File: src/rtl/cordic_input_stage_pkg.sv
// Shared definitions for the CORDIC vectoring front end: FSM encoding,
// angle constants derived from the angle width, and saturating negation.
package cordic_input_stage_pkg;

    localparam int DATA_WIDTH_DEF  = 16;
    localparam int ANGLE_WIDTH_DEF = 16;
    localparam int FIFO_DEPTH_DEF  = 2;

    typedef enum logic [1:0] {
        ST_READY = 2'd0,
        ST_ARMED = 2'd1,
        ST_BUSY  = 2'd2,
        ST_DRAIN = 2'd3
    } state_t;

    // Full scale is +/-pi, so pi/2 sits two bits below the sign bit.
    function automatic logic signed [31:0] angle_pi_2(input int w);
        return 32'sd1 <<< (w - 2);
    endfunction

    function automatic logic signed [31:0] angle_neg_pi_2(input int w);
        return -(32'sd1 <<< (w - 2));
    endfunction

    // Negate a sign-extended w-bit value; the most negative code maps to max.
    function automatic logic signed [31:0] sat_neg(input logic signed [31:0] v, input int w);
        logic signed [31:0] v_max;
        v_max = (32'sd1 <<< (w - 1)) - 32'sd1;
        if (v < -v_max) begin
            return v_max;
        end
        return -v;
    endfunction

endpackage

File: src/rtl/cordic_operand_fifo.sv
// Synchronous operand FIFO; pushes while full and pops while empty are ignored.
module cordic_operand_fifo #(
    parameter int WIDTH = 32,
    parameter int DEPTH = 2
) (
    input  logic             clk,
    input  logic             rst,
    input  logic             i_push,
    input  logic             i_pop,
    input  logic [WIDTH-1:0] i_din,
    output logic [WIDTH-1:0] o_dout,
    output logic             o_full,
    output logic             o_empty
);

    localparam int AW = $clog2(DEPTH);
    localparam int CW = AW + 1;

    logic [WIDTH-1:0] r_mem [DEPTH];
    logic [AW-1:0]    r_wr_ptr;
    logic [AW-1:0]    r_rd_ptr;
    logic [CW-1:0]    r_count;
    logic             w_push;
    logic             w_pop;

    assign w_push  = i_push & ~o_full;
    assign w_pop   = i_pop & ~o_empty;
    assign o_full  = (r_count == CW'(DEPTH));
    assign o_empty = (r_count == '0);
    assign o_dout  = r_mem[r_rd_ptr];

    // Pointers wrap naturally because DEPTH is a power of two.
    always_ff @(posedge clk or negedge rst) begin
        if (!rst) begin
            r_wr_ptr <= '0;
            r_rd_ptr <= '0;
            r_count  <= '0;
        end else begin
            if (w_push) r_wr_ptr <= r_wr_ptr + 1'b1;
            if (w_pop)  r_rd_ptr <= r_rd_ptr + 1'b1;
            case ({w_push, w_pop})
                2'b10:   r_count <= r_count + 1'b1;
                2'b01:   r_count <= r_count - 1'b1;
                default: r_count <= r_count;
            endcase
        end
    end

    always_ff @(posedge clk) begin
        if (w_push) r_mem[r_wr_ptr] <= i_din;
    end

endmodule

File: src/rtl/cordic_input_stage.sv
// CORDIC vectoring front end: buffers operands, pre-rotates into the right
// half-plane, and sequences one start pulse per operand against the core.
module cordic_input_stage
    import cordic_input_stage_pkg::*;
#(
    parameter int DATA_WIDTH  = DATA_WIDTH_DEF,
    parameter int ANGLE_WIDTH = ANGLE_WIDTH_DEF,
    parameter int FIFO_DEPTH  = FIFO_DEPTH_DEF
) (
    input  logic                          clk,
    input  logic                          rst,
    input  logic                          in_valid,
    output logic                          in_ready,
    input  logic signed [DATA_WIDTH-1:0]  in_x,
    input  logic signed [DATA_WIDTH-1:0]  in_y,
    input  logic                          core_done,
    output logic                          core_start,
    output logic signed [DATA_WIDTH-1:0]  x0,
    output logic signed [DATA_WIDTH-1:0]  y0,
    output logic signed [ANGLE_WIDTH-1:0] z0,
    output logic                          busy
);

    localparam logic signed [ANGLE_WIDTH-1:0] L_PI_2     = ANGLE_WIDTH'(angle_pi_2(ANGLE_WIDTH));
    localparam logic signed [ANGLE_WIDTH-1:0] L_NEG_PI_2 = ANGLE_WIDTH'(angle_neg_pi_2(ANGLE_WIDTH));

    state_t                          r_state;
    state_t                          w_state_nxt;
    logic                            w_push;
    logic                            w_pop;
    logic                            w_fifo_full;
    logic                            w_fifo_empty;
    logic [2*DATA_WIDTH-1:0]         w_fifo_dout;
    logic signed [DATA_WIDTH-1:0]    w_pop_x;
    logic signed [DATA_WIDTH-1:0]    w_pop_y;
    logic signed [DATA_WIDTH-1:0]    w_rot_x;
    logic signed [DATA_WIDTH-1:0]    w_rot_y;
    logic signed [ANGLE_WIDTH-1:0]   w_rot_z;
    logic signed [DATA_WIDTH-1:0]    r_x0;
    logic signed [DATA_WIDTH-1:0]    r_y0;
    logic signed [ANGLE_WIDTH-1:0]   r_z0;
    logic                            r_core_start;

    assign in_ready = ~w_fifo_full;
    assign w_push   = in_valid & ~w_fifo_full;

    cordic_operand_fifo #(
        .WIDTH (2 * DATA_WIDTH),
        .DEPTH (FIFO_DEPTH)
    ) u_fifo (
        .clk     (clk),
        .rst     (rst),
        .i_push  (w_push),
        .i_pop   (w_pop),
        .i_din   ({in_x, in_y}),
        .o_dout  (w_fifo_dout),
        .o_full  (w_fifo_full),
        .o_empty (w_fifo_empty)
    );

    assign w_pop_x = w_fifo_dout[2*DATA_WIDTH-1:DATA_WIDTH];
    assign w_pop_y = w_fifo_dout[DATA_WIDTH-1:0];

    // Rotate left-half-plane operands by -/+pi/2 so the core always sees x >= 0.
    always_comb begin
        w_rot_x = w_pop_x;
        w_rot_y = w_pop_y;
        w_rot_z = '0;
        if (w_pop_x < 0) begin
            if (w_pop_y >= 0) begin
                w_rot_x = w_pop_y;
                w_rot_y = DATA_WIDTH'(sat_neg(32'(w_pop_x), DATA_WIDTH));
                w_rot_z = L_PI_2;
            end else begin
                w_rot_x = DATA_WIDTH'(sat_neg(32'(w_pop_y), DATA_WIDTH));
                w_rot_y = w_pop_x;
                w_rot_z = L_NEG_PI_2;
            end
        end
    end

    always_ff @(posedge clk or negedge rst) begin
        if (!rst) begin
            r_state <= ST_READY;
        end else begin
            r_state <= w_state_nxt;
        end
    end

    // DRAIN covers the core's FINAL->IDLE step, where a start would be dropped.
    always_comb begin
        w_state_nxt = r_state;
        w_pop       = 1'b0;
        case (r_state)
            ST_READY: begin
                if (!w_fifo_empty) begin
                    w_pop       = 1'b1;
                    w_state_nxt = ST_ARMED;
                end
            end
            ST_ARMED: if (!core_done) w_state_nxt = ST_BUSY;
            ST_BUSY:  if (core_done)  w_state_nxt = ST_DRAIN;
            ST_DRAIN: w_state_nxt = ST_READY;
            default:  w_state_nxt = ST_READY;
        endcase
    end

    always_ff @(posedge clk or negedge rst) begin
        if (!rst) begin
            r_core_start <= 1'b0;
            r_x0         <= '0;
            r_y0         <= '0;
            r_z0         <= '0;
        end else begin
            r_core_start <= w_pop;
            if (w_pop) begin
                r_x0 <= w_rot_x;
                r_y0 <= w_rot_y;
                r_z0 <= w_rot_z;
            end
        end
    end

    assign core_start = r_core_start;
    assign x0         = r_x0;
    assign y0         = r_y0;
    assign z0         = r_z0;
    assign busy       = (r_state != ST_READY);

endmodule

File: config.mk
export PLATFORM = sky130hd
export DESIGN_NAME = cordic_input_stage
export DESIGN_NICKNAME = d
export VERILOG_FILES = /design/src/rtl/cordic_input_stage_pkg.sv /design/src/rtl/cordic_operand_fifo.sv /design/src/rtl/cordic_input_stage.sv
export SDC_FILE = /design/constraint.sdc
export NUM_CORES = 1
export LEC_CHECK = 0
export BUFFER_PORTS_ARGS = -buffer_cell sky130_fd_sc_hd__buf_2
export CAP_MARGIN = 5
export CORE_MARGIN = 1.5
export CORE_UTILIZATION = 43
export CTS_CLUSTER_SIZE = 12
export DETAILED_ROUTE_END_ITERATION = 10
export GPL_TIMING_DRIVEN = 0
export PLACE_DENSITY_LB_ADDON = 0.25
export SYNTH_ARGS = -nofsm -noshare
export SYNTH_HDL_FRONTEND = slang
export SYNTH_HIERARCHICAL = 1
export SYNTH_SLANG_ARGS = --single-unit
File: constraint.sdc
create_clock -name clk -period 7.65 [get_ports clk]
set_input_delay 1.1475 -clock clk [delete_from_list [all_inputs] [get_ports clk]]
set_output_delay 1.1475 -clock clk [all_outputs]
set_load 0.01 [all_outputs]
======== Word level (Yosys, flattened, before mapping) ========
Memories as Yosys holds them, arrays and structs flattened.
Cells that the tools add are included.
word-level totals
  flip-flop bits (word level) ............. 55
  input port bits ......................... 36
  memories ................................ 1
  memory bits (writable) .................. 64
  word-level logic and storage cells ...... 63
memory list
  name          depth  bits a word  rd ports  clocked after memory_dff  wr ports  RTL line                   RTL
  u_fifo.r_mem  2      32           1         0                         1         cordic_operand_fifo.sv:19  logic [WIDTH-1:0] r_mem [DEPTH];
operators by class
  muxes and demuxes ....................... 25
  $add $sub $neg .......................... 6
  equality and inequality tests ........... 9
  magnitude comparators ................... 4
  reduce and logical (&&, ||, !) cells .... 5
  bitwise logic cells ..................... 5
operators with widths
  cell                                                         number
  two-way mux 16 bit                                           10
  less-than comparator 16 bit, second input constant           2
  negation 16 bit                                              2
  >= comparator 16 x 1 -> 1 bit, second input constant         1
  less-than comparator 16 x 1 -> 1 bit, second input constant  1
  two-way mux 1 bit                                            10
  equality test 2 bit, second input constant                   4
  one-hot mux 2 bit (4 select lines)                           1
  two-way mux 2 bit                                            3
  inequality test 2 bit, second input constant                 3
  equality test 2 x 1 -> 1 bit, second input constant          2
  logical NOT 2 bit                                            2
  one-hot mux 2 bit (2 select lines)                           1
  nonzero test 2 bit                                           2
  AND 1 bit                                                    3
  AND reduction 3 bit                                          1
  adder 1 bit, second input constant                           2
  adder 2 x 1 -> 2 bit, second input constant                  1
  NOT 1 bit                                                    2
  subtractor 2 x 1 -> 2 bit, second input constant             1

======== Depth between registers and ports, before layout ========
Gate-level depths: netlist of run 1.
An unclocked memory read counts as a cell.
  word-level depth ........................ 8
  mapped depth ............................ 11
  mapped depth without buffers ............ 9

======== Cells and area by module ========
Netlist of run 1, hierarchy kept.
modules (own cells, without submodules)
  module               area each (sq um)  sequential area each (sq um)  cells an instance  times used
  cordic_operand_fifo  2658.8             2021.9                        118                1
  cordic_input_stage   2511.2             925.9                         292                1

======== Worst setup path before layout of run 1 ========
OpenSTA, ideal clock, no wires.
  path kind ............................... input to register
  from .................................... input in_valid
  to ...................................... memory u_fifo.r_mem[0][0], enable pin
  slack ................................... 4.479 ns
  path buffers ............................ 0
  setup time .............................. 0.421 ns
  data arrival time ....................... 2.750 ns
  stages on the path ...................... 3
  required time ........................... 7.229 ns
  cells stage by stage .................... nor2b_1 -> nand2_1 -> nor2_1
between the ends
  cells in the longest elaborated chain, start to end .. 4
RTL lines
  item                                     RTL line                   RTL
  from (decl)                              cordic_input_stage.sv:12   input logic in_valid,
  AND 1 bit                                cordic_input_stage.sv:45   assign w_push = in_valid & ~w_fifo_full;
  AND 1 bit                                cordic_operand_fifo.sv:26  assign w_push = i_push & ~o_full;
  two-way mux 1 bit                        cordic_operand_fifo.sv:50  if (w_push) r_mem[r_wr_ptr] <= i_din;
  two-way mux 1 bit (not written as such)  cordic_operand_fifo.sv:50
  to (decl)                                cordic_operand_fifo.sv:19
No other way between the ends.

======== Worst setup path in the final report of run 1 ========
  from .................................... register u_fifo.r_rd_ptr
  to ...................................... register r_x0[7] (netlist: x0[7])
between the ends
  cells in the longest elaborated chain, start to end .. 8
  elaborated cells on any way between the ends .. 11
  those cells by class .................... 1 x add/sub; 3 x order compare; 6 x mux; 1 x memory
RTL lines
  item                         RTL line                      RTL
  from (decl)                  cordic_operand_fifo.sv:21     logic [AW-1:0] r_rd_ptr;
  from (signal assigned)       cordic_operand_fifo.sv:40     if (w_pop) r_rd_ptr <= r_rd_ptr + 1'b1;
  memory (2 x 32 bit) (*)      -
  via w_fifo_dout[10]          cordic_input_stage.sv:33      logic [2*DATA_WIDTH-1:0] w_fifo_dout;
  less-than comparator 16 bit  cordic_input_stage_pkg.sv:29  if (v < -v_max) begin
  two-way mux 1 bit            cordic_input_stage_pkg.sv:29
  two-way mux 1 bit            cordic_input_stage.sv:70      if (w_pop_y >= 0) begin
  two-way mux 1 bit            cordic_input_stage.sv:69      if (w_pop_x < 0) begin
  two-way mux 16 bit           cordic_input_stage_pkg.sv:32  return -v;
  two-way mux 16 bit (*)       cordic_input_stage.sv:70
  two-way mux 16 bit (*)       cordic_input_stage.sv:69
  to (signal assigned)         cordic_input_stage.sv:117     r_x0 <= w_rot_x;
  to (decl)                    cordic_input_stage.sv:39      logic signed [DATA_WIDTH-1:0] r_x0;
Mark *: on every way through the listed nets, which the timed path passes. The rest lies on a longest branch. The select of a mux whose other input is x is not followed.
A chain may end at the register's enable or synchronous reset.

==> flow_results.xml, run 1 <==
<?xml version="1.0" encoding="UTF-8"?>
<metrics>
  <group name="clocking">
    <metric name="htreeDepth" unit="">3</metric>
    <metric name="postCtsSetupBuffers" unit="">0</metric>
    <metric name="clock-sinks" unit="">105</metric>
    <metric name="clk_root_buffer_cell" unit="">clkbuf_16</metric>
    <metric name="clk_pin_slew" unit="ps">70</metric>
    <metric name="cts-resized-gates" unit="">0</metric>
    <metric name="tritoncts_clock_tree" unit="">yes</metric>
    <metric name="cts_buffer_depth" unit="">2</metric>
    <metric name="cts_hold_buffers" unit="">0</metric>
    <metric name="worstSkewPairLatency" unit="ps">350</metric>
    <metric name="cts_inserted_buffers" unit="">9</metric>
  </group>
  <group name="placed_design">
    <metric name="port-buffer-count" unit="">72</metric>
    <metric name="hpwl" unit="microns">8480</metric>
    <metric name="detailedPlace.worstSlack" unit="ps">4950</metric>
    <metric name="final_weighted_congestion_in_routability_driven_placement" unit="">0.917</metric>
    <metric name="place_area" unit="sq um">5790</metric>
  </group>
  <group name="critical_path">
    <metric name="cpMostUsedCell" unit="">buf_6</metric>
    <metric name="path_class" unit="">reg2reg</metric>
    <metric name="critical_path_peak_fanout" unit="">10</metric>
    <metric name="worstPathCellList" unit="">buf_6 &gt; buf_12 &gt; mux2_4 &gt; or4_4 &gt; or4_1 &gt; o21ai_2 &gt; nor2_2 &gt; buf_6 &gt; a21oi_1</metric>
    <metric name="launching_instance_or_port_of_the_critical_path" unit="">u_fifo/r_rd_ptr$_DFFE_PN0P_</metric>
    <metric name="cp_slowest_stage_delay" unit="ps">570</metric>
    <metric name="r2r-start" unit="">u_fifo/r_rd_ptr$_DFFE_PN0P_</metric>
    <metric name="critical_path.startpoint_type" unit="">flop</metric>
    <metric name="slowest_stage" unit="">or4_4</metric>
    <metric name="crit_family" unit="">simple AND/OR/NAND/NOR gates</metric>
    <metric name="setup.worst_path.end_class" unit="">flop</metric>
    <metric name="crit_arrival" unit="ps">2990</metric>
    <metric name="worst-endpoint-required" unit="ps">7920</metric>
    <metric name="timing.critical_path.buf_inv" unit="">3</metric>
  </group>
  <group name="logic_synthesis">
    <metric name="synth_area_per_cell" unit="sq um">12.6</metric>
    <metric name="most_common_flop_cell_mapped_by_yosys" unit="">edfxtp_1</metric>
    <metric name="leading_cell_type_by_number_of_instances_after_synthesis" unit="">edfxtp_1</metric>
    <metric name="post-synth-top-area-cell" unit="">edfxtp_1</metric>
    <metric name="synthDominantCellAreaShare" unit="">0.372</metric>
    <metric name="seq_area_frac_synth" unit="">0.570</metric>
    <metric name="post_synthesis_cell_area" unit="sq um">5170</metric>
    <metric name="ys.warnings.count" unit="">6</metric>
    <metric name="synthCells" unit="">410</metric>
    <metric name="post_synth_most_frequent_cells" unit="">edfxtp_1, dfrtp_1, a21oi_1</metric>
    <metric name="asyncSetResetFlopFracSynth" unit="">0.390</metric>
    <metric name="synthDistinctLibCells" unit="">51</metric>
    <metric name="synth-seq-cells" unit="">105</metric>
    <metric name="synthTopCellsByArea" unit="">edfxtp_1, dfrtp_1, mux2_4, a21oi_1, o21ai_0</metric>
    <metric name="synth_enable_flop_cells" unit="">64</metric>
  </group>
  <group name="detailed_routing">
    <metric name="antenna_left" unit="">0</metric>
    <metric name="drt_pass1_iterations" unit="">5</metric>
    <metric name="routed_wire_length_per_instance" unit="microns">17.6</metric>
    <metric name="vias" unit="">3527</metric>
    <metric name="post_drt_via_cell_ratio" unit="">5.39</metric>
    <metric name="drt-total-wl" unit="microns">11500</metric>
    <metric name="drt_iter0_markers" unit="">313</metric>
    <metric name="drc_errors" unit="">0</metric>
  </group>
  <group name="finish">
    <metric name="finalCoreUtilization" unit="">0.526</metric>
    <metric name="p_r_area_growth_vs_syn" unit="%">17.7</metric>
    <metric name="final_cell_area" unit="sq um">6080</metric>
    <metric name="n_antenna_cell" unit="">0</metric>
    <metric name="fillers" unit="">1031</metric>
    <metric name="drive_above_1_share" unit="">0.309</metric>
    <metric name="final_net_count" unit="">552</metric>
  </group>
  <group name="pwr">
    <metric name="total_leakage_power" unit="nW">2.47</metric>
    <metric name="finalPower" unit="mW">2.57</metric>
    <metric name="irDropWorstVdd" unit="mV">0.146</metric>
    <metric name="powerDensity" unit="nW/um^2">422</metric>
  </group>
  <group name="timing">
    <metric name="worst_slew_margin_rel" unit="">0.377</metric>
    <metric name="totalNegativeSetupSlack" unit="ps">0</metric>
    <metric name="timing.fmax" unit="GHz">0.368</metric>
    <metric name="period_minus_slack" unit="ps">2720</metric>
    <metric name="skew" unit="ps">9.61</metric>
    <metric name="worst_slew_pin_slew" unit="ps">935</metric>
    <metric name="layout_setup_ws" unit="ps">4930</metric>
    <metric name="setup_violations" unit="">0</metric>
    <metric name="timing_max_transition_violations_final" unit="">0</metric>
    <metric name="rsz_0062_raised_after_global_routing" unit="">no</metric>
    <metric name="report.final.hold_viol_count" unit="">0</metric>
    <metric name="layout_worst_path_cycle_share" unit="">0.356</metric>
  </group>
  <group name="hold_path">
    <metric name="hold_path_startpoint" unit="">y0[5]$_DFFE_PN0P_</metric>
    <metric name="hold_path_class" unit="">reg2reg</metric>
  </group>
  <group name="die">
    <metric name="die_w" unit="microns">113</metric>
    <metric name="num_rows" unit="">39</metric>
    <metric name="core_area" unit="sq um">11600</metric>
    <metric name="floorplan.die_area" unit="sq um">12700</metric>
    <metric name="die_h" unit="microns">113</metric>
    <metric name="pin_count" unit="">87</metric>
    <metric name="initial_core_util" unit="">0.447</metric>
  </group>
  <group name="global_route">
    <metric name="grt_start_max_net_pins" unit="">42</metric>
    <metric name="grt_first_pass_wirelength" unit="microns">18100</metric>
    <metric name="number_of_global_route_vias_before_repair" unit="">3369</metric>
    <metric name="overflow_left_after_global_routing" unit="">0</metric>
    <metric name="initial_antenna_violation_count" unit="">0</metric>
    <metric name="global_route.usage.total" unit="">0.189</metric>
  </group>
  <group name="run_status">
    <metric name="outcome" unit="">finished clean</metric>
  </group>
  <group name="flow_run">
    <metric name="max-cap-violations" unit="">0</metric>
  </group>
</metrics>
[tightest hold or removal path: cells and delay by family (launching register included)]
kind             cells  cell delay [ps]
AO/OA/AOI/OAI        1               60
AND/OR/NAND/NOR      1               40
flip-flops           1              340
[cell type report]
cell class	count	area (sq um)	area share
Sequential cell	105	2950	0.485
Multi-Input combinational cell	273	1980	0.325
Timing Repair Buffer	73	380	0.0625
Buffer	33	258	0.0424
Clock buffer	11	243	0.0399
Tap cell	143	179	0.0294
Clock inverter	4	53.8	0.00884
Inverter	12	45.0	0.00740
[cell usage in the layout (no fill, tap or decap), types with 3 or more instances in the layout]
master and count:
dfrtp_1 41, inv_1 12, mux2_4 29, o21ai_0 32, edfxtp_1 64, nand4_1 3
nor3_1 7, mux2_2 4, o31ai_1 4, ha_1 9, buf_4 14, xnor2_1 12
xor2_1 16, conb_1 14, a31oi_1 5, clkbuf_1 12, nor3b_1 3, nand2_1 19
o22ai_1 5, or3_1 11, o41ai_1 3, buf_6 3, clkbuf_16 9, nor2_1 16
buf_12 4, nor4_1 3, buf_2 72, nand3_1 4, nor2b_1 3, a21oi_1 33
or3_2 10
[routing by layer]
layer / share of wire / track usage / vias to the layer above
li1: - / - / 1673
met1: 0.44 / 0.251 / 1696
met2: 0.46 / 0.299 / 140
met3: 0.071 / 0.0362 / 18
met4: 0.027 / 0.0911 / 0
met5: 0 / 0 / -
[through the flow]
stage          instances  hold slack [ps]
2_1_floorplan        423              461
3_3_place_gp         638              465
3_5_place_dp         639              477
4_1_cts              654              492
5_1_grt              654              513
6_report             654              479
[power breakdown]
group | switching (mW) | internal [mW]
Clock | 0.197 | 0.261
Combinational | 0.702 | 0.512
Sequential | 0.0845 | 0.809
[flip-flops by register name, summed over array words and instances (netlist names)]
name	cells
core_start	1
r_state	2
u_fifo/r_count	2
u_fifo/r_mem	64
u_fifo/r_rd_ptr	1
u_fifo/r_wr_ptr	1
x0	16
y0	16
z0	2
[worst paths after layout]
path / to / slack, ps / cells past startpoint
max: x0[7]$_DFFE_PN0P_ / 4930 / 9
min: y0[5]$_DFFE_PN0P_ / 480 / 2
max reg2reg: x0[7]$_DFFE_PN0P_ / 4930 / 9
min reg2reg: y0[5]$_DFFE_PN0P_ / 480 / 2
max in group asynchronous: y0[5]$_DFFE_PN0P_ / 6120 / 1
min in group asynchronous: y0[9]$_DFFE_PN0P_ / 940 / 1
[cells by family after synthesis]
kind of cell               synth area share
adders and majority gates            0.0218
buffers and inverters                0.0586
muxes                                0.0949
AOI/OAI and AO/OA                     0.103
and+or+nand+nor                       0.104
other                              0.000725
DFF                                   0.570
xor gates and xnor gates             0.0474
Note: power is estimated with default switching activity, not from simulation.
==> run 2, diff against run 1 <==
Clock period 7.65 ns to 2.6 ns, I/O delays scaled along.
==> run 2 against run 1 <==
Final area grew 2.6%. Clock skew is essentially flat. Maximum frequency grew 4.8%. Critical path type unchanged. Global-route usage grew 0.12 points. Combinational power grew to 3.1 times the previous value. Sequential power grew to 2.9 times the previous value. Clock power grew to 2.9 times the previous value. Total power grew to 3.0 times the previous value. Worst setup slack lost 4900 ps. Largest cell class unchanged. Routed wire length grew 3.0%. Hold slack lost 300 ps.
==> flow_results.xml, run 2 (synthesis gave the netlist of run 1 again) <==
<?xml version="1.0" encoding="UTF-8"?>
<metrics>
  <group name="timing">
    <metric name="totalNegativeSetupSlack" unit="ps">0</metric>
    <metric name="worst_slew_margin_rel" unit="">0.372</metric>
    <metric name="report.final.hold_viol_count" unit="">0</metric>
    <metric name="timing.fmax" unit="GHz">0.385</metric>
    <metric name="layout_setup_ws" unit="ps">4.95</metric>
    <metric name="rsz_0062_raised_after_global_routing" unit="">yes</metric>
    <metric name="worst_slew_pin_slew" unit="ps">942</metric>
    <metric name="setup_violations" unit="">0</metric>
    <metric name="skew" unit="ps">9.37</metric>
    <metric name="period_minus_slack" unit="ps">2600</metric>
    <metric name="layout_worst_path_cycle_share" unit="">0.998</metric>
    <metric name="timing_max_transition_violations_final" unit="">0</metric>
    <metric name="hold_slack" unit="ps">184</metric>
  </group>
  <group name="detailed_routing">
    <metric name="met2WireLength" unit="microns">5630</metric>
    <metric name="wirelength_met1" unit="microns">5120</metric>
    <metric name="drc_errors" unit="">0</metric>
    <metric name="drt_pass1_iterations" unit="">5</metric>
    <metric name="highest-signal-layer" unit="">met4</metric>
    <metric name="vias" unit="">3574</metric>
    <metric name="post_drt_via_cell_ratio" unit="">5.41</metric>
    <metric name="antenna_left" unit="">0</metric>
    <metric name="routed_wire_length_per_instance" unit="microns">17.9</metric>
    <metric name="drt_iter0_markers" unit="">274</metric>
    <metric name="drt-total-wl" unit="microns">11800</metric>
    <metric name="route.met3.wl" unit="microns">841</metric>
  </group>
  <group name="global_route">
    <metric name="grt_first_pass_wirelength" unit="microns">18300</metric>
    <metric name="number_of_global_route_vias_before_repair" unit="">3389</metric>
    <metric name="initial_antenna_violation_count" unit="">0</metric>
    <metric name="global_route.usage.total" unit="">0.190</metric>
    <metric name="overflow_left_after_global_routing" unit="">0</metric>
    <metric name="grt_start_max_net_pins" unit="">42</metric>
  </group>
  <group name="critical_path">
    <metric name="critical_path_peak_fanout" unit="">6</metric>
    <metric name="cp_slowest_stage_delay" unit="ps">550</metric>
    <metric name="launching_instance_or_port_of_the_critical_path" unit="">u_fifo/r_rd_ptr$_DFFE_PN0P_</metric>
    <metric name="worst-endpoint-required" unit="ps">2880</metric>
    <metric name="rrSetupSlack" unit="ps">5</metric>
    <metric name="worstPathCellList" unit="">buf_6 &gt; buf_12 &gt; mux2_4 &gt; or4_4 &gt; or4_4 &gt; o21ai_4 &gt; nor2_4 &gt; buf_6 &gt; a21oi_2</metric>
    <metric name="slowest_stage" unit="">or4_4</metric>
    <metric name="path_class" unit="">reg2reg</metric>
    <metric name="timing.critical_path.buf_inv" unit="">3</metric>
    <metric name="r2r-start" unit="">u_fifo/r_rd_ptr$_DFFE_PN0P_</metric>
    <metric name="setup.worst_path.end_class" unit="">flop</metric>
    <metric name="crit_family" unit="">simple AND/OR/NAND/NOR gates</metric>
    <metric name="crit_arrival" unit="ps">2870</metric>
    <metric name="critical_path.startpoint_type" unit="">flop</metric>
  </group>
  <group name="die">
    <metric name="die_w" unit="microns">113</metric>
    <metric name="num_rows" unit="">39</metric>
    <metric name="core_area" unit="sq um">11600</metric>
    <metric name="pin_count" unit="">87</metric>
    <metric name="initial_core_util" unit="">0.447</metric>
    <metric name="die_h" unit="microns">113</metric>
    <metric name="floorplan.die_area" unit="sq um">12700</metric>
  </group>
  <group name="placed_design">
    <metric name="hpwl" unit="microns">8480</metric>
    <metric name="dp_cells" unit="">639</metric>
    <metric name="final_weighted_congestion_in_routability_driven_placement" unit="">0.917</metric>
    <metric name="detailedPlace.worstSlack" unit="ps">-97.8</metric>
    <metric name="port-buffer-count" unit="">72</metric>
  </group>
  <group name="clocking">
    <metric name="worstSkewPairLatency" unit="ps">350</metric>
    <metric name="clk_pin_slew" unit="ps">60</metric>
    <metric name="cts_inserted_buffers" unit="">9</metric>
    <metric name="htreeDepth" unit="">3</metric>
    <metric name="clock-sinks" unit="">105</metric>
    <metric name="tritoncts_clock_tree" unit="">yes</metric>
    <metric name="clk_root_buffer_cell" unit="">clkbuf_16</metric>
    <metric name="cts_hold_buffers" unit="">0</metric>
    <metric name="cts_buffer_depth" unit="">2</metric>
  </group>
  <group name="pwr">
    <metric name="powerDensity" unit="nW/um^2">1250</metric>
    <metric name="irDropWorstVdd" unit="mV">0.447</metric>
    <metric name="total_leakage_power" unit="nW">2.53</metric>
  </group>
  <group name="run_status">
    <metric name="outcome" unit="">finished clean</metric>
  </group>
  <group name="finish">
    <metric name="number_of_flip_flops_in_the_largest_register" unit="">64</metric>
    <metric name="final_cell_count_no_fill" unit="">661</metric>
    <metric name="drive_above_1_share" unit="">0.346</metric>
    <metric name="layout_commonest_cell" unit="">buf_2</metric>
    <metric name="n_antenna_cell" unit="">0</metric>
    <metric name="p_r_area_growth_vs_syn" unit="%">20.7</metric>
    <metric name="final_net_count" unit="">559</metric>
    <metric name="mostFrequentLayoutCells" unit="">buf_2, edfxtp_1, dfrtp_1</metric>
    <metric name="top_register" unit="">u_fifo/r_mem</metric>
  </group>
  <group name="hold_path">
    <metric name="hold_path_class" unit="">in2async</metric>
  </group>
  <group name="flow_run">
    <metric name="max-cap-violations" unit="">0</metric>
  </group>
</metrics>
==> run 2: cell types whose count changed in the layout (fill, tap and decap cells not counted), moves of 2 or more <==
cell,previous run,this run
a21oi_1,33,26
o21ai_0,32,30
o21ai_1,0,2
nor4_1,3,1
a21oi_2,0,7
buf_4,14,20
==> run 2: worst register-to-register path: cells and delay by family, from the launching register on <==
| family | cells | cell delay, ps |
|---|---|---|
| AO/OA/AOI/OAI | 2 | 320 |
| buffers and inverters | 3 | 440 |
| flip-flops | 1 | 370 |
| multiplexers | 1 | 320 |
| AND/OR/NAND/NOR | 3 | 1080 |
==> run 2: timing repair <==
action	in CTS	in global routing
gates resized for setup	6	15
setup buffers	2	4
pin swaps	2	0
endpoints found under the setup margin	14	27
gates cloned	0	2
==> run 2: power breakdown <==
group	leakage, nW	switching [mW]	internal [mW]
clock network	0.138	0.580	0.769
registers	1.06	0.250	2.38
logic	1.32	2.18	1.63
==> run 2: layer usage <==
metal / GRT usage / vias to the layer above
met5: 0 / -
met1: 0.252 / 1714
li1: - / 1686
met4: 0.0911 / 0
met3: 0.0362 / 20
met2: 0.301 / 154
==> run 2: worst paths after layout <==
kind                                                       to  cells after the start
worst max-delay path                        x0[6]$_DFFE_PN0P_                      9
worst max register to register              x0[6]$_DFFE_PN0P_                      9
max in group asynchronous                   y0[5]$_DFFE_PN0P_                      1
min in group clk                u_fifo/r_mem[0][25]$_DFFE_PP_                      1
worst min-delay path                        y0[9]$_DFFE_PN0P_                      1
worst min register to register              y0[5]$_DFFE_PN0P_                      2
==> run 2: metrics by stage <==
| step | util | power [mW] | instance area (sq um) |
|---|---|---|---|
| final | 0.539 | 7.79 | 6240 |
| after CTS | 0.530 | 7.66 | 6130 |
| after global routing | 0.539 | 8.29 | 6240 |
| after detailed placement | 0.500 | 6.22 | 5790 |
| after floorplan | - | 5.13 | 5220 |
| after global placement | 0.498 | 6.10 | 5760 |
==> run 2: final cells by class <==
type,instances,area (sq um)
inverter,12,45.0
multi-input combinational,273,2050
tap,143,179
clock buffer,11,243
sequential,105,2950
clock inverter,4,53.8
fill,1015,5330
timing repair buffer,81,462
buffer,32,254
==> run 3, diff against run 2 <==
Settings changed: SYNTH_HIERARCHICAL 1 to unset.
==> run 3 against run 2 <==
The run now ends with setup timing left. Final area up 7.6%. Sequential share of layout area down 3.3 points. Register-to-register slack about the same. First-iteration DRC count grew 34%. Total power up 8.8%. Die area is 3.0% higher. Hold slack got worse by 14 ps. Critical path depth up 1. Synthesized cell count up 13%. Non-clock buffer count increased by 21. Area after synthesis rose by 3.0%. Core utilization grew 1.7 points. Highest routed layer unchanged.
==> flow_results.xml, run 3 <==
<?xml version="1.0" encoding="UTF-8"?>
<metrics>
  <group name="global_route">
    <metric name="use_met1" unit="">0.327</metric>
    <metric name="grt_first_pass_wirelength" unit="microns">22300</metric>
    <metric name="use_met2" unit="">0.342</metric>
    <metric name="number_of_global_route_vias_before_repair" unit="">3970</metric>
    <metric name="met3_usage" unit="">0.0519</metric>
    <metric name="overflow_left_after_global_routing" unit="">0</metric>
    <metric name="global_route.usage.total" unit="">0.231</metric>
    <metric name="initial_antenna_violation_count" unit="">0</metric>
    <metric name="grt-busiest-layer" unit="">met2</metric>
    <metric name="grt_start_max_net_pins" unit="">42</metric>
  </group>
  <group name="placed_design">
    <metric name="final_weighted_congestion_in_routability_driven_placement" unit="">0.926</metric>
    <metric name="dp_cells" unit="">718</metric>
    <metric name="hpwl" unit="microns">10500</metric>
    <metric name="port-buffer-count" unit="">72</metric>
    <metric name="place_area" unit="sq um">6000</metric>
  </group>
  <group name="hold_path">
    <metric name="hold_path_class" unit="">in2async</metric>
  </group>
  <group name="pwr">
    <metric name="powerDensity" unit="nW/um^2">1260</metric>
    <metric name="total_leakage_power" unit="nW">2.69</metric>
    <metric name="irDropWorstVdd" unit="mV">0.505</metric>
  </group>
  <group name="timing">
    <metric name="setup_violations" unit="">2</metric>
    <metric name="hold_slack" unit="ps">169</metric>
    <metric name="timing.fmax" unit="GHz">0.383</metric>
    <metric name="totalNegativeSetupSlack" unit="ps">-12.8</metric>
    <metric name="skew" unit="ps">6.85</metric>
    <metric name="layout_worst_path_cycle_share" unit="">1.00</metric>
    <metric name="period_minus_slack" unit="ps">2610</metric>
    <metric name="timing_max_transition_violations_final" unit="">0</metric>
    <metric name="worst_slew_margin_rel" unit="">0.380</metric>
    <metric name="worst_slew_pin_slew" unit="ps">930</metric>
    <metric name="layout_setup_ws" unit="ps">-10.0</metric>
    <metric name="rsz_0062_raised_after_global_routing" unit="">yes</metric>
    <metric name="report.final.hold_viol_count" unit="">0</metric>
  </group>
  <group name="logic_synthesis">
    <metric name="synth_enable_flop_cells" unit="">64</metric>
    <metric name="synth_area_per_cell" unit="sq um">11.5</metric>
    <metric name="synthTopCellsByArea" unit="">edfxtp_1, dfrtp_1, mux2i_1, a21oi_1, mux2_2</metric>
    <metric name="post-synth-top-area-cell" unit="">edfxtp_1</metric>
    <metric name="synth-seq-cells" unit="">105</metric>
    <metric name="seq_area_frac_synth" unit="">0.553</metric>
    <metric name="asyncSetResetFlopFracSynth" unit="">0.390</metric>
    <metric name="synthDistinctLibCells" unit="">61</metric>
    <metric name="post_synthesis_cell_area" unit="sq um">5330</metric>
    <metric name="most_common_flop_cell_mapped_by_yosys" unit="">edfxtp_1</metric>
    <metric name="leading_cell_type_by_number_of_instances_after_synthesis" unit="">edfxtp_1</metric>
    <metric name="synthDominantCellAreaShare" unit="">0.361</metric>
    <metric name="ys.warnings.count" unit="">0</metric>
    <metric name="synthCells" unit="">464</metric>
    <metric name="post_synth_most_frequent_cells" unit="">edfxtp_1, dfrtp_1, a21oi_1, nor2_1, nand2_1</metric>
  </group>
  <group name="die">
    <metric name="core_area" unit="sq um">12100</metric>
    <metric name="initial_core_util" unit="">0.442</metric>
    <metric name="pin_count" unit="">87</metric>
    <metric name="die_w" unit="microns">114</metric>
    <metric name="floorplan.die_area" unit="sq um">13100</metric>
    <metric name="num_rows" unit="">40</metric>
    <metric name="die_h" unit="microns">114</metric>
  </group>
  <group name="finish">
    <metric name="mostFrequentLayoutCells" unit="">buf_2, edfxtp_1, dfrtp_1</metric>
    <metric name="drive_above_1_share" unit="">0.315</metric>
    <metric name="layout_commonest_cell" unit="">buf_2</metric>
    <metric name="n_antenna_cell" unit="">0</metric>
    <metric name="number_of_flip_flops_in_the_largest_register" unit="">64</metric>
    <metric name="final_cell_area" unit="sq um">6710</metric>
    <metric name="final_cell_count_no_fill" unit="">761</metric>
    <metric name="p_r_area_growth_vs_syn" unit="%">26.0</metric>
    <metric name="fillers" unit="">1026</metric>
    <metric name="top_register" unit="">u_fifo.r_mem</metric>
    <metric name="final_net_count" unit="">633</metric>
  </group>
  <group name="critical_path">
    <metric name="setup.worst_path.end_class" unit="">flop</metric>
    <metric name="critical_path.startpoint_type" unit="">flop</metric>
    <metric name="cp_slowest_stage_delay" unit="ps">400</metric>
    <metric name="cpMostUsedCell" unit="">buf_4</metric>
    <metric name="r2r-start" unit="">u_fifo.r_rd_ptr$_DFFE_PN0P_</metric>
    <metric name="worstReg2RegEnd" unit="">y0[9]$_DFFE_PN0P_</metric>
    <metric name="worst_r2r_path_depth" unit="">10</metric>
    <metric name="critical_path_peak_fanout" unit="">7</metric>
    <metric name="crit_arrival" unit="ps">2880</metric>
    <metric name="worstPathCellList" unit="">buf_4 &gt; buf_4 &gt; buf_4 &gt; or3_4 &gt; a222oi_1 &gt; buf_4 &gt; nor4b_4 &gt; buf_6 &gt; a21oi_4 &gt; a221oi_2</metric>
    <metric name="rrSetupSlack" unit="ps">-10</metric>
    <metric name="worst-endpoint-required" unit="ps">2870</metric>
    <metric name="path_class" unit="">reg2reg</metric>
    <metric name="slowest_stage" unit="">dfrtp_1</metric>
  </group>
  <group name="clocking">
    <metric name="cts_inserted_buffers" unit="">9</metric>
    <metric name="clk_root_buffer_cell" unit="">clkbuf_16</metric>
    <metric name="clock-sinks" unit="">105</metric>
    <metric name="clk_pin_slew" unit="ps">70</metric>
    <metric name="cts_buffer_depth" unit="">2</metric>
    <metric name="tritoncts_clock_tree" unit="">yes</metric>
    <metric name="worstSkewPairLatency" unit="ps">360</metric>
    <metric name="htreeDepth" unit="">3</metric>
    <metric name="cts_hold_buffers" unit="">0</metric>
  </group>
  <group name="detailed_routing">
    <metric name="vias" unit="">4238</metric>
    <metric name="drt_iter0_markers" unit="">367</metric>
    <metric name="post_drt_via_cell_ratio" unit="">5.57</metric>
    <metric name="drc_errors" unit="">0</metric>
    <metric name="drt_pass1_iterations" unit="">5</metric>
    <metric name="drt-total-wl" unit="microns">14600</metric>
    <metric name="antenna_left" unit="">0</metric>
    <metric name="routed_wire_length_per_instance" unit="microns">19.2</metric>
  </group>
  <group name="run_status">
    <metric name="violations_in_the_final_reports" unit="">setup timing</metric>
    <metric name="outcome" unit="">complete, but fails checks</metric>
  </group>
  <group name="flow_run">
    <metric name="max-cap-violations" unit="">0</metric>
  </group>
</metrics>
## run 3: changes by cell type after synthesis, moves of 4 or more
cell	delta
xor2_1	-10
mux2_4	-29
nor3_1	+4
o22ai_1	+5
or3_1	-5
mux2i_1	+24
nand2_1	+13
nand3_1	+6
nor2_1	+17
mux2_2	+10
or3_2	-10
inv_1	-4
buf_2	+5
## run 3: area by class of cell
type | instances | area, sq um | area share
Sequential cell | 105 | 2950 | 0.439
Multi-Input combinational cell | 330 | 2340 | 0.348
Timing Repair Buffer | 100 | 591 | 0.0880
Buffer | 34 | 287 | 0.0427
Clock buffer | 9 | 225 | 0.0336
Tap cell | 168 | 210 | 0.0313
Clock inverter | 7 | 83.8 | 0.0125
Inverter | 8 | 30.0 | 0.00447
## run 3: critical path: cells and delay by family, from the launching register on
| family | cells | cell delay, ps |
|---|---|---|
| compound gates | 3 | 720 |
| buf+inv | 5 | 800 |
| flops | 1 | 400 |
| simple gates | 2 | 590 |
## run 3: report_power, final
part           internal (mW)  total, mW  switching (mW)  leakage [nW]
Combinational           1.83       4.34            2.52          1.47
Clock                  0.834       1.43           0.595         0.150
Sequential              2.39       2.71           0.320          1.07
## run 3: stage by stage
stage / setup slack [ps] / total power, mW / util
6_report: -10.0 / 8.48 / 0.557
3_5_place_dp: -615 / 6.48 / 0.498
5_1_grt: -55.2 / 8.96 / 0.557
4_1_cts: 2.41 / 8.22 / 0.541
3_3_place_gp: -599 / 6.37 / 0.496
2_1_floorplan: 15.4 / 5.23 / -
## run 3: worst max-delay path by stage
stage                                      from            endpoint  slack [ps]  depth (start not counted)
floorplan           u_fifo.r_rd_ptr$_DFFE_PN0P_   y0[9]$_DFFE_PN0P_          20                         11
global placement    u_fifo.r_rd_ptr$_DFFE_PN0P_  x0[10]$_DFFE_PN0P_        -600                         11
detailed placement  u_fifo.r_rd_ptr$_DFFE_PN0P_  x0[10]$_DFFE_PN0P_        -610                         11
CTS                 u_fifo.r_rd_ptr$_DFFE_PN0P_   x0[8]$_DFFE_PN0P_           2                         11
global route        u_fifo.r_rd_ptr$_DFFE_PN0P_   y0[9]$_DFFE_PN0P_         -60                         10
finish              u_fifo.r_rd_ptr$_DFFE_PN0P_   y0[9]$_DFFE_PN0P_         -10                         10
## run 3: timing repair
| action | CTS | global route |
|---|---|---|
| cloned | 1 | 0 |
| setup endpoints to repair | 34 | 33 |
| pin swaps | 6 | 10 |
| buffers inserted | 13 | 13 |
| gates resized for setup | 34 | 22 |
## run 3: routing by layer
| layer | routed length, microns | vias up |
|---|---|---|
| li1 | - | 1967 |
| met1 | 6520 | 2043 |
| met2 | 6570 | 207 |
| met3 | 1250 | 21 |
| met4 | 294 | 0 |
| met5 | 0 | - |
## run 3: kinds of logic after synthesis
logic type | share of synthesized area
AND/OR/NAND/NOR | 0.121
AO/OA/AOI/OAI | 0.148
flip-flops | 0.553
buffers and inverters | 0.0449
multiplexers | 0.0766
XOR/XNOR | 0.0345
adder cells (fa/ha/maj) | 0.0211
other | 0.000704
